`src/rtl/instr_fetch_sequencer_if.sv`:
```
// Program RAM and control-circuit bundle for the fetch sequencer.
// master = sequencer side, slave = RAM/control side.
interface instr_fetch_sequencer_if #(
  parameter int ADDR_W  = 8,
  parameter int INSTR_W = 16,
  parameter int DATA_W  = 16
);
  logic [ADDR_W-1:0]  ram_addr;
  logic               ram_rden;
  logic [INSTR_W-1:0] ram_q;
  logic [INSTR_W-1:0] instr;
  logic               ctl_reset;
  logic               done;
  logic               pc_in;
  logic               pc_out;
  logic [DATA_W-1:0]  bus_in;
  logic [DATA_W-1:0]  bus_out;

  modport master (
    output ram_addr, ram_rden, instr,
    output ctl_reset, bus_out,
    input  ram_q, done, pc_in, pc_out, bus_in
  );

  modport slave (
    input  ram_addr, ram_rden, instr,
    input  ctl_reset, bus_out,
    output ram_q, done, pc_in, pc_out, bus_in
  );
endinterface

```
`src/rtl/instr_fetch_sequencer.sv`:
```
// Program sequencer: owns the PC, fetches from program RAM and holds
// each instruction for the control circuit until its Done handshake.
module instr_fetch_sequencer #(
  parameter int ADDR_W       = 8,
  parameter int INSTR_W      = 16,
  parameter int DATA_W       = 16,
  parameter int RAM_LAT      = 1,
  parameter int EXEC_TIMEOUT = 15
) (
  input  logic                 clk,
  input  logic                 reset,
  input  logic                 run,
  instr_fetch_sequencer_if.master bus,
  output logic [ADDR_W-1:0]    pc,
  output logic                 retire,
  output logic                 halted,
  output logic                 error
);
  localparam int TW = $clog2(EXEC_TIMEOUT + 1);

  typedef enum logic [2:0] {
    S_IDLE,
    S_FETCH,
    S_WAIT,
    S_EXEC,
    S_UPDATE
  } state_t;

  state_t             r_state;
  logic [1:0]         r_wait;
  logic [TW-1:0]      r_tmo;
  logic               r_seen;
  logic               r_done_q;
  logic               r_branch;
  logic [ADDR_W-1:0]  r_tgt;
  logic [ADDR_W-1:0]  r_pc;
  logic [ADDR_W-1:0]  r_ram_addr;
  logic               r_rden;
  logic               r_ctl_reset;
  logic               r_retire;
  logic               r_halted;
  logic               r_error;
  logic [INSTR_W-1:0] r_instr;

  logic [ADDR_W-1:0]  w_pc_inc;
  logic [ADDR_W-1:0]  w_pc_next;
  logic [TW-1:0]      w_tmo_next;
  logic               w_fall;
  logic               w_unused;

  assign w_pc_inc   = r_pc + 1'b1;
  assign w_pc_next  = r_branch ? r_tgt : w_pc_inc;
  assign w_tmo_next = r_tmo + 1'b1;
  assign w_fall     = r_done_q && !bus.done;
  assign w_unused   = &{1'b0, bus.bus_in[DATA_W-1:ADDR_W]};

  always_ff @(posedge clk) begin
    if (reset) begin
      r_state     <= S_IDLE;
      r_wait      <= '0;
      r_tmo       <= '0;
      r_seen      <= 1'b0;
      r_done_q    <= 1'b0;
      r_branch    <= 1'b0;
      r_tgt       <= '0;
      r_pc        <= '0;
      r_ram_addr  <= '0;
      r_rden      <= 1'b0;
      r_ctl_reset <= 1'b1;
      r_retire    <= 1'b0;
      r_halted    <= 1'b1;
      r_error     <= 1'b0;
      r_instr     <= '0;
    end else begin
      r_retire <= 1'b0;
      unique case (r_state)
        S_IDLE: begin
          if (run && !r_error) begin
            r_state    <= S_FETCH;
            r_ram_addr <= r_pc;
            r_rden     <= 1'b1;
            r_halted   <= 1'b0;
          end
        end
        S_FETCH: begin
          r_state <= S_WAIT;
          r_rden  <= 1'b0;
          r_wait  <= '0;
        end
        S_WAIT: begin
          if (r_wait == 2'(RAM_LAT - 1)) begin
            r_instr     <= bus.ram_q;
            r_state     <= S_EXEC;
            r_ctl_reset <= 1'b0;
            r_tmo       <= '0;
            r_seen      <= 1'b0;
            r_done_q    <= 1'b0;
          end else begin
            r_wait <= r_wait + 1'b1;
          end
        end
        S_EXEC: begin
          r_done_q <= bus.done;
          if (bus.done) r_seen <= 1'b1;
          if (bus.pc_in) begin
            r_tgt    <= bus.bus_in[ADDR_W-1:0];
            r_branch <= 1'b1;
          end
          if (w_fall) begin
            r_state     <= S_UPDATE;
            r_retire    <= 1'b1;
            r_ctl_reset <= 1'b1;
          end else if (!r_seen && !bus.done) begin
            // only cycles before done has ever been high count
            if (w_tmo_next == TW'(EXEC_TIMEOUT)) begin
              r_error     <= 1'b1;
              r_state     <= S_IDLE;
              r_ctl_reset <= 1'b1;
              r_halted    <= 1'b1;
              r_branch    <= 1'b0;
              r_done_q    <= 1'b0;
            end else begin
              r_tmo <= w_tmo_next;
            end
          end
        end
        S_UPDATE: begin
          r_pc     <= w_pc_next;
          r_branch <= 1'b0;
          r_done_q <= 1'b0;
          if (run) begin
            r_state    <= S_FETCH;
            r_ram_addr <= w_pc_next;
            r_rden     <= 1'b1;
          end else begin
            r_state  <= S_IDLE;
            r_halted <= 1'b1;
          end
        end
        default: r_state <= S_IDLE;
      endcase
    end
  end

  assign bus.ram_addr  = r_ram_addr;
  assign bus.ram_rden  = r_rden;
  assign bus.instr     = r_instr;
  assign bus.ctl_reset = r_ctl_reset;
  assign bus.bus_out   = (r_state == S_EXEC && bus.pc_out)
                       ? DATA_W'(w_pc_inc) : '0;

  assign pc     = r_pc;
  assign retire = r_retire;
  assign halted = r_halted;
  assign error  = r_error;
endmodule

```
`src/flat_wrapper.sv`:
```
// flat-port wrapper written by rule: the top's interface ports become plain ports
module instr_fetch_sequencer_flat 
#(
  parameter int ADDR_W       = 8,
  parameter int INSTR_W      = 16,
  parameter int DATA_W       = 16,
  parameter int RAM_LAT      = 1,
  parameter int EXEC_TIMEOUT = 15
)
  (clk, reset, run, pc, retire, halted, error, bus_ram_addr, bus_ram_rden, bus_instr, bus_ctl_reset, bus_bus_out, bus_ram_q, bus_done, bus_pc_in, bus_pc_out, bus_bus_in);
  instr_fetch_sequencer_if #(.ADDR_W(ADDR_W), .INSTR_W(INSTR_W), .DATA_W(DATA_W)) bus_i ();
  input  logic clk;
  input  logic reset;
  input  logic run;
  output logic [ADDR_W-1:0] pc;
  output logic retire;
  output logic halted;
  output logic error;
  output wire logic [$bits(bus_i.ram_addr)-1:0] bus_ram_addr;
  output wire logic [$bits(bus_i.ram_rden)-1:0] bus_ram_rden;
  output wire logic [$bits(bus_i.instr)-1:0] bus_instr;
  output wire logic [$bits(bus_i.ctl_reset)-1:0] bus_ctl_reset;
  output wire logic [$bits(bus_i.bus_out)-1:0] bus_bus_out;
  input wire logic [$bits(bus_i.ram_q)-1:0] bus_ram_q;
  input wire logic [$bits(bus_i.done)-1:0] bus_done;
  input wire logic [$bits(bus_i.pc_in)-1:0] bus_pc_in;
  input wire logic [$bits(bus_i.pc_out)-1:0] bus_pc_out;
  input wire logic [$bits(bus_i.bus_in)-1:0] bus_bus_in;
  assign bus_ram_addr = bus_i.ram_addr;
  assign bus_ram_rden = bus_i.ram_rden;
  assign bus_instr = bus_i.instr;
  assign bus_ctl_reset = bus_i.ctl_reset;
  assign bus_bus_out = bus_i.bus_out;
  assign bus_i.ram_q = bus_ram_q;
  assign bus_i.done = bus_done;
  assign bus_i.pc_in = bus_pc_in;
  assign bus_i.pc_out = bus_pc_out;
  assign bus_i.bus_in = bus_bus_in;
  instr_fetch_sequencer #(.ADDR_W(ADDR_W), .INSTR_W(INSTR_W), .DATA_W(DATA_W), .RAM_LAT(RAM_LAT), .EXEC_TIMEOUT(EXEC_TIMEOUT)) u_core (.clk(clk), .reset(reset), .run(run), .bus(bus_i), .pc(pc), .retire(retire), .halted(halted), .error(error));
endmodule
```
`config.mk`:
```
export PLATFORM = sky130hd
export DESIGN_NAME = instr_fetch_sequencer_flat
export DESIGN_NICKNAME = d
export VERILOG_FILES = /design/src/rtl/instr_fetch_sequencer_if.sv /design/src/rtl/instr_fetch_sequencer.sv /design/src/flat_wrapper.sv
export SDC_FILE = /design/constraint.sdc
export NUM_CORES = 1
export LEC_CHECK = 0
export BUFFER_PORTS_ARGS = -buffer_cell sky130_fd_sc_hd__buf_2
export CORE_MARGIN = 2
export CORE_UTILIZATION = 54
export DETAILED_ROUTE_END_ITERATION = 10
export PLACE_DENSITY = 0.92
export SYNTH_ARGS = -nofsm -noshare
export SYNTH_HDL_FRONTEND = slang
export SYNTH_SLANG_ARGS = --single-unit
export TNS_END_PERCENT = 100
```
`constraint.sdc`:
```
create_clock -name clk -period 3.95 [get_ports clk]
set_input_delay 0.79 -clock clk [delete_from_list [all_inputs] [get_ports clk]]
set_output_delay 0.79 -clock clk [all_outputs]
set_load 0.02 [all_outputs]
```
==> reports/metrics.yaml, run 1 <==
grt_pass1_wl_um: 10500
finalPower_mw: 1.43
die_w_um: 74.0
cp.depth: 5
path_delay_family: "simple AND/OR/NAND/NOR gates"
highest_layer: "met4"
antenna_found_initial: 0
grt_pass1_vias: 2418
dr_wl_met2_um: 3030
min_period_over_period: 0.739
antenna_left: 0
timing.fmax_ghz: 0.343
cts_tree: "done"
critPathKind: "reg -> out"
min_path_cells: 2
synthCells: 339
via_per_inst: 5.41
globalRouteOverflowTotal: 0
regToRegSetupSlack_ns: 1.74
cp_slowest_stage_delay_ns: 0.60
ys_types: 47
drive_gt1_frac: 0.232
cts_max_path_buffers: 2
slew_violations: 0
num-nets-final: 447
htreeDepth: 3
tightest_slew_ns: 0.832
numPortBuffers: 74
hold_path_class: "reg -> reg"
drt_iter0_markers: 199
area_delta_synth_final_pct: 22.1
die_area_um2: 5480
core_um2: 4720
cpMostUsedCell: "nor2_1"
clkSinkCount: 57
hpwlAfterDp_um: 4570
synth_top_cells_by_area: "dfxtp_1 (43%), nand2_1 (9.2%), a21oi_1 (7.2%), nor2_1 (4.7%), clkbuf_1 (2.7%)"
synth-edff-count: 0
ys_seq_area_frac: 0.431
required_ns: 3.16
cts_buffers: 9
start_util: 0.561
synthTopCellsByCount: "nand2_1 (65), dfxtp_1 (57), a21oi_1 (38), nor2_1 (33), clkbuf_1 (19)"
synth_area_leader_cell: "dfxtp_1"
crit_chain: "inv_1 > nor2_1 > nand2_1 > nor2_1 > buf_2"
grt_max_degree: 38
crit_path_start_kind: "register"
io-pin-count: 91
rsz0062_at_grt: "false"
postCtsSetupBuffers: 0
arrival_ns: 2.13
antenna_cells: 0
vias: 2574
clkTransAtPathRegs_ns: 0.06
wl_per_cell_um: 13.6
gp_congestion: 0.869
clkLatencyLatePin_ns: 0.34
firstDrtPassIters: 4
drv_cap: 0
p_leak_nw: 1.37
holdWs_ns: 0.451
setup_violations: 0
clockRootBuffer: "clkbuf_8"
end_kind: "output port"
status: "complete, no violations"
track_usage: 0.250
rows: 25
powerDensity_nw_per_um2: 442
path_buf_inv: 2
slowest_stage: "dfxtp_1"
cts_resized: 0
fin_skew_ns: 0.00819
setup_tns_ns: 0
met1_length_um: 2800
ys_seq_elements: 57
dieHeight_um: 74.0
syn_area_um2: 2650
peakVddDrop_mv: 0.326
ys.warnings.count: 0
totalWireLength_um: 6460
r2r_cells: 5
ys.flop_type: "dfxtp_1"
max_slew_margin: 0.445
async_flop_share: 0
period_needed_ns: 2.92
hold_buffers: 0
met3_length_um: 530
synth_most_common_cell: "nand2_1"
synth_area_per_cell_um2: 7.81
drt_drc_violations_left: 0
path_max_fanout: 12
hold_viol_final: 0
synth_top_area_share: 0.431
[report_power, final]
group	total, mW	internal (mW)	switching [mW]
registers	0.627	0.602	0.0246
logic	0.172	0.0559	0.116
clock network	0.630	0.404	0.226
total	1.43	1.06	0.367
[layout make-up]
| type | count | area [um2] |
|---|---|---|
| fill | 377 | 1490 |
| clock buffer | 13 | 169 |
| inverter | 11 | 41.3 |
| multi-input combinational | 251 | 1360 |
| sequential | 57 | 1140 |
| timing repair buffer | 75 | 378 |
| tap | 67 | 83.8 |
| clock inverter | 2 | 60.1 |
[path summary, 6_finish.rpt]
path | from | endpoint
worst max register to register | u_core.r_state[0]$_SDFFE_PP0P_ | u_core.r_tmo[0]$_SDFFE_PP0P_
worst max-delay path | u_core.r_state[0]$_SDFFE_PP0P_ | bus_bus_out[7]
worst min register to register | u_core.bus.instr[9]$_SDFFE_PP0P_ | u_core.bus.instr[9]$_SDFFE_PP0P_
worst min-delay path | u_core.bus.instr[9]$_SDFFE_PP0P_ | u_core.bus.instr[9]$_SDFFE_PP0P_
[logic make-up (layout without fill, tap and decap cells)]
kind of cell               Yosys count  count (layout)  share of synthesized area
AOI/OAI and AO/OA                   85              85                      0.198
xor gates and xnor gates             6               6                     0.0198
adders and majority gates            4               4                     0.0189
buffers and inverters               38             101                     0.0652
DFF                                 57              57                      0.431
muxes                                3               3                     0.0118
other                                1               8                    0.00142
and+or+nand+nor                    145             145                      0.254
[tightest hold or removal path, delay by kind of cell (launching register included)]
kind,cells,cell delay (ns)
AO/OA/AOI/OAI,1,0.05
flip-flops,1,0.31
AND/OR/NAND/NOR,1,0.05
[routing by layer]
layer  vias up  GRT usage
met3        12     0.0772
met5         -          0
met2       112      0.396
li1       1291          -
met1      1159      0.306
met4         0      0.129
[state kept, by name, summed over array words and instances (netlist names), 2 cells and up]
register	flops
u_core.bus.instr	16
u_core.bus.ram_addr	8
u_core.pc	8
u_core.r_state	3
u_core.r_tgt	8
u_core.r_tmo	4
u_core.r_wait	2
[metrics by stage]
stage | setup slack, ns | cells | util | area [um2]
floorplan | 1.66 | 346 | - | 2680
global placement | 1.53 | 461 | 0.636 | 3010
detailed placement | 1.43 | 461 | 0.636 | 3010
CTS | 1.05 | 476 | 0.685 | 3230
global route | 0.885 | 476 | 0.685 | 3230
finish | 1.03 | 476 | 0.685 | 3230
[placed cells by master, fill, tap and decap left out, types with 3 or more instances in the layout]
cell type / netlist / layout
buf_2: 0 / 74
nand2_1: 65 / 65
dfxtp_1: 57 / 57
a21oi_1: 38 / 38
nor2_1: 33 / 33
clkbuf_8: 0 / 12
inv_1: 11 / 11
o21ai_0: 11 / 11
nor3_1: 10 / 10
conb_1: 1 / 8
nand2b_1: 6 / 6
nand3_1: 6 / 6
a211oi_1: 6 / 6
and3_1: 5 / 5
xnor2_1: 4 / 4
nor4_1: 4 / 4
a2bb2oi_1: 4 / 4
a22oi_1: 4 / 4
ha_1: 4 / 4
o31ai_1: 3 / 3
a21o_1: 3 / 3
Power figures use the tool's default switching activity.
==> run 2, diff against run 1 <==
- CORE_UTILIZATION: 54 -> 50
- PLACE_DENSITY: 0.92 -> 0.87
- clock period: 3.95 -> 2.7 ns (I/O delays scaled with it)
==> reports/metrics.yaml, run 2 (same netlist as run 1, synthesis figures left out) <==
status: "complete, no violations"
r2r_cells: 5
path_buf_inv: 2
clkLatencyLatePin_ns: 0.33
antenna_left: 0
crit_chain: "inv_1 > nor2_1 > nand2_1 > nor2_1 > buf_2"
drive_gt1_frac: 0.245
cpMostUsedCell: "nor2_1"
wl_per_cell_um: 13.3
final_cells: 483
period_needed_ns: 2.42
totalWireLength_um: 6440
hold_viol_final: 0
die_w_um: 76.8
regToRegSetupSlack_ns: 0.67
hpwlAfterDp_um: 4460
hold_path_class: "in -> reg"
start_util: 0.519
grt_max_degree: 24
clockPowerShare: 0.400
cp.depth: 5
peakVddDrop_mv: 0.394
cp-endpoint: "bus_bus_out[2]"
dp_cells: 468
grt_pass1_wl_um: 11100
min_period_over_period: 0.896
drt_iter0_markers: 195
tightest_slew_ns: 0.625
slew_violations: 0
timing.fmax_ghz: 0.413
antenna_cells: 0
max_slew_margin: 0.581
pwr-share-comb: 0.131
die_area_um2: 5900
drv_cap: 0
track_usage: 0.230
cts_tree: "done"
critPathKind: "reg -> out"
firstDrtPassIters: 4
p_sw_mw: 0.526
core_um2: 5110
area_delta_synth_final_pct: 22.2
layout_common_cells: "buf_2 (74), nand2_1 (65), dfxtp_1 (55), a21oi_1 (38), nor2_1 (33)"
cp_slowest_stage_delay_ns: 0.48
final.fill_count: 467
fin_skew_ns: 0.00651
io-pin-count: 91
r2r_start: "u_core.r_state[2]$_SDFFE_PP0P_"
rsz0062_at_grt: "false"
place_area_um2: 3040
path_max_fanout: 12
htreeDepth: 3
end_kind: "output port"
required_ns: 2.16
cts_buffers: 9
vias: 2587
path_delay_family: "simple AND/OR/NAND/NOR gates"
num-nets-final: 451
cp-startpoint: "u_core.r_state[0]$_SDFFE_PP0P_"
seq_power_share: 0.468
globalRouteOverflowTotal: 0
clockRootBuffer: "clkbuf_8"
arrival_ns: 1.88
largest_reg_flops: 16
p_leak_nw: 1.37
clkSinkCount: 57
setup_violations: 0
via_per_inst: 5.36
antenna_found_initial: 0
dieHeight_um: 76.8
grt_pass1_vias: 2405
slowest_stage: "dfxtp_2"
powerDensity_nw_per_um2: 607
numPortBuffers: 74
layout_commonest_cell: "buf_2"
cts_max_path_buffers: 2
rows: 26
internal_power_mw: 1.44
gp_congestion: 0.912
min_path_cells: 3
drt_drc_violations_left: 0
clkTransAtPathRegs_ns: 0.06
setup_tns_ns: 0
postLayoutCellArea_um2: 3240
crit_path_start_kind: "register"
switching_share: 0.268
reg2reg_to: "u_core.r_tmo[0]$_SDFFE_PP0P_"
==> run 2: cell types whose count changed in the layout (fill, tap and decap cells not counted) <==
| cell | change |
|---|---|
| buf_4 | +4 |
| clkinv_2 | +2 |
| dfxtp_1 | -2 |
| dfxtp_2 | +2 |
| bufinv_16 | -1 |
| clkbuf_8 | -1 |
==> run 2: power groups by stage <==
stage / Combinational, mW / Clock, mW / Sequential, mW
final: 0.258 / 0.787 / 0.920
after global routing: 0.288 / 0.838 / 0.926
after CTS: 0.259 / 0.795 / 0.918
after detailed placement: 0.256 / 0 / 0.935
after global placement: 0.252 / 0 / 0.934
after floorplan: 0.152 / 0 / 0.958
==> run 2: timing repair <==
item                                    4_1_cts  5_1_grt
hold buffers                                  0        0
endpoints found under the setup margin        0        7
gates resized for setup                       0        2
buffers inserted                              0        0
==> run 2: metrics by stage <==
step           power (mW)  hold slack (ns)  setup slack [ns]  utilization
2_1_floorplan        1.11            0.432             0.661            -
5_1_grt              2.05            0.434            0.0937        0.634
4_1_cts              1.97            0.435            0.0750        0.633
3_3_place_gp         1.19            0.440             0.548        0.595
3_5_place_dp         1.19            0.446             0.478        0.595
6_report             1.96            0.444             0.281        0.634
==> run 2: tightest hold or removal path: stages <==
cell     delay, ns
buf_2         0.10
nand2_1       0.04
a21oi_1       0.05
==> run 2: metal layers <==
layer / share of wire / global-route usage / vias up
li1: - / - / 1296
met1: 0.45 / 0.291 / 1199
met2: 0.47 / 0.361 / 83
met3: 0.066 / 0.0576 / 9
met4: 0.014 / 0.118 / 0
met5: 0 / 0 / -
==> run 2: cell type report <==
type | count | area [um2] | area share
clock inverter | 3 | 40.0 | 0.0124
sequential | 57 | 1140 | 0.353
tap | 70 | 87.6 | 0.0271
timing repair buffer | 79 | 408 | 0.126
inverter | 11 | 41.3 | 0.0128
clock buffer | 12 | 155 | 0.0479
multi-input combinational | 251 | 1360 | 0.421
==> run 2: worst min-delay path by stage <==
stage | start | end | slack [ns]
floorplan | u_core.r_tgt[7]$_SDFFE_PP0P_ | u_core.r_tgt[7]$_SDFFE_PP0P_ | 0.43
global placement | u_core.bus.instr[7]$_SDFFE_PP0P_ | u_core.bus.instr[7]$_SDFFE_PP0P_ | 0.44
detailed placement | u_core.bus.instr[9]$_SDFFE_PP0P_ | u_core.bus.instr[9]$_SDFFE_PP0P_ | 0.45
CTS | bus_bus_in[7] | u_core.r_tgt[7]$_SDFFE_PP0P_ | 0.44
global route | bus_bus_in[7] | u_core.r_tgt[7]$_SDFFE_PP0P_ | 0.43
finish | bus_bus_in[2] | u_core.r_tgt[2]$_SDFFE_PP0P_ | 0.44
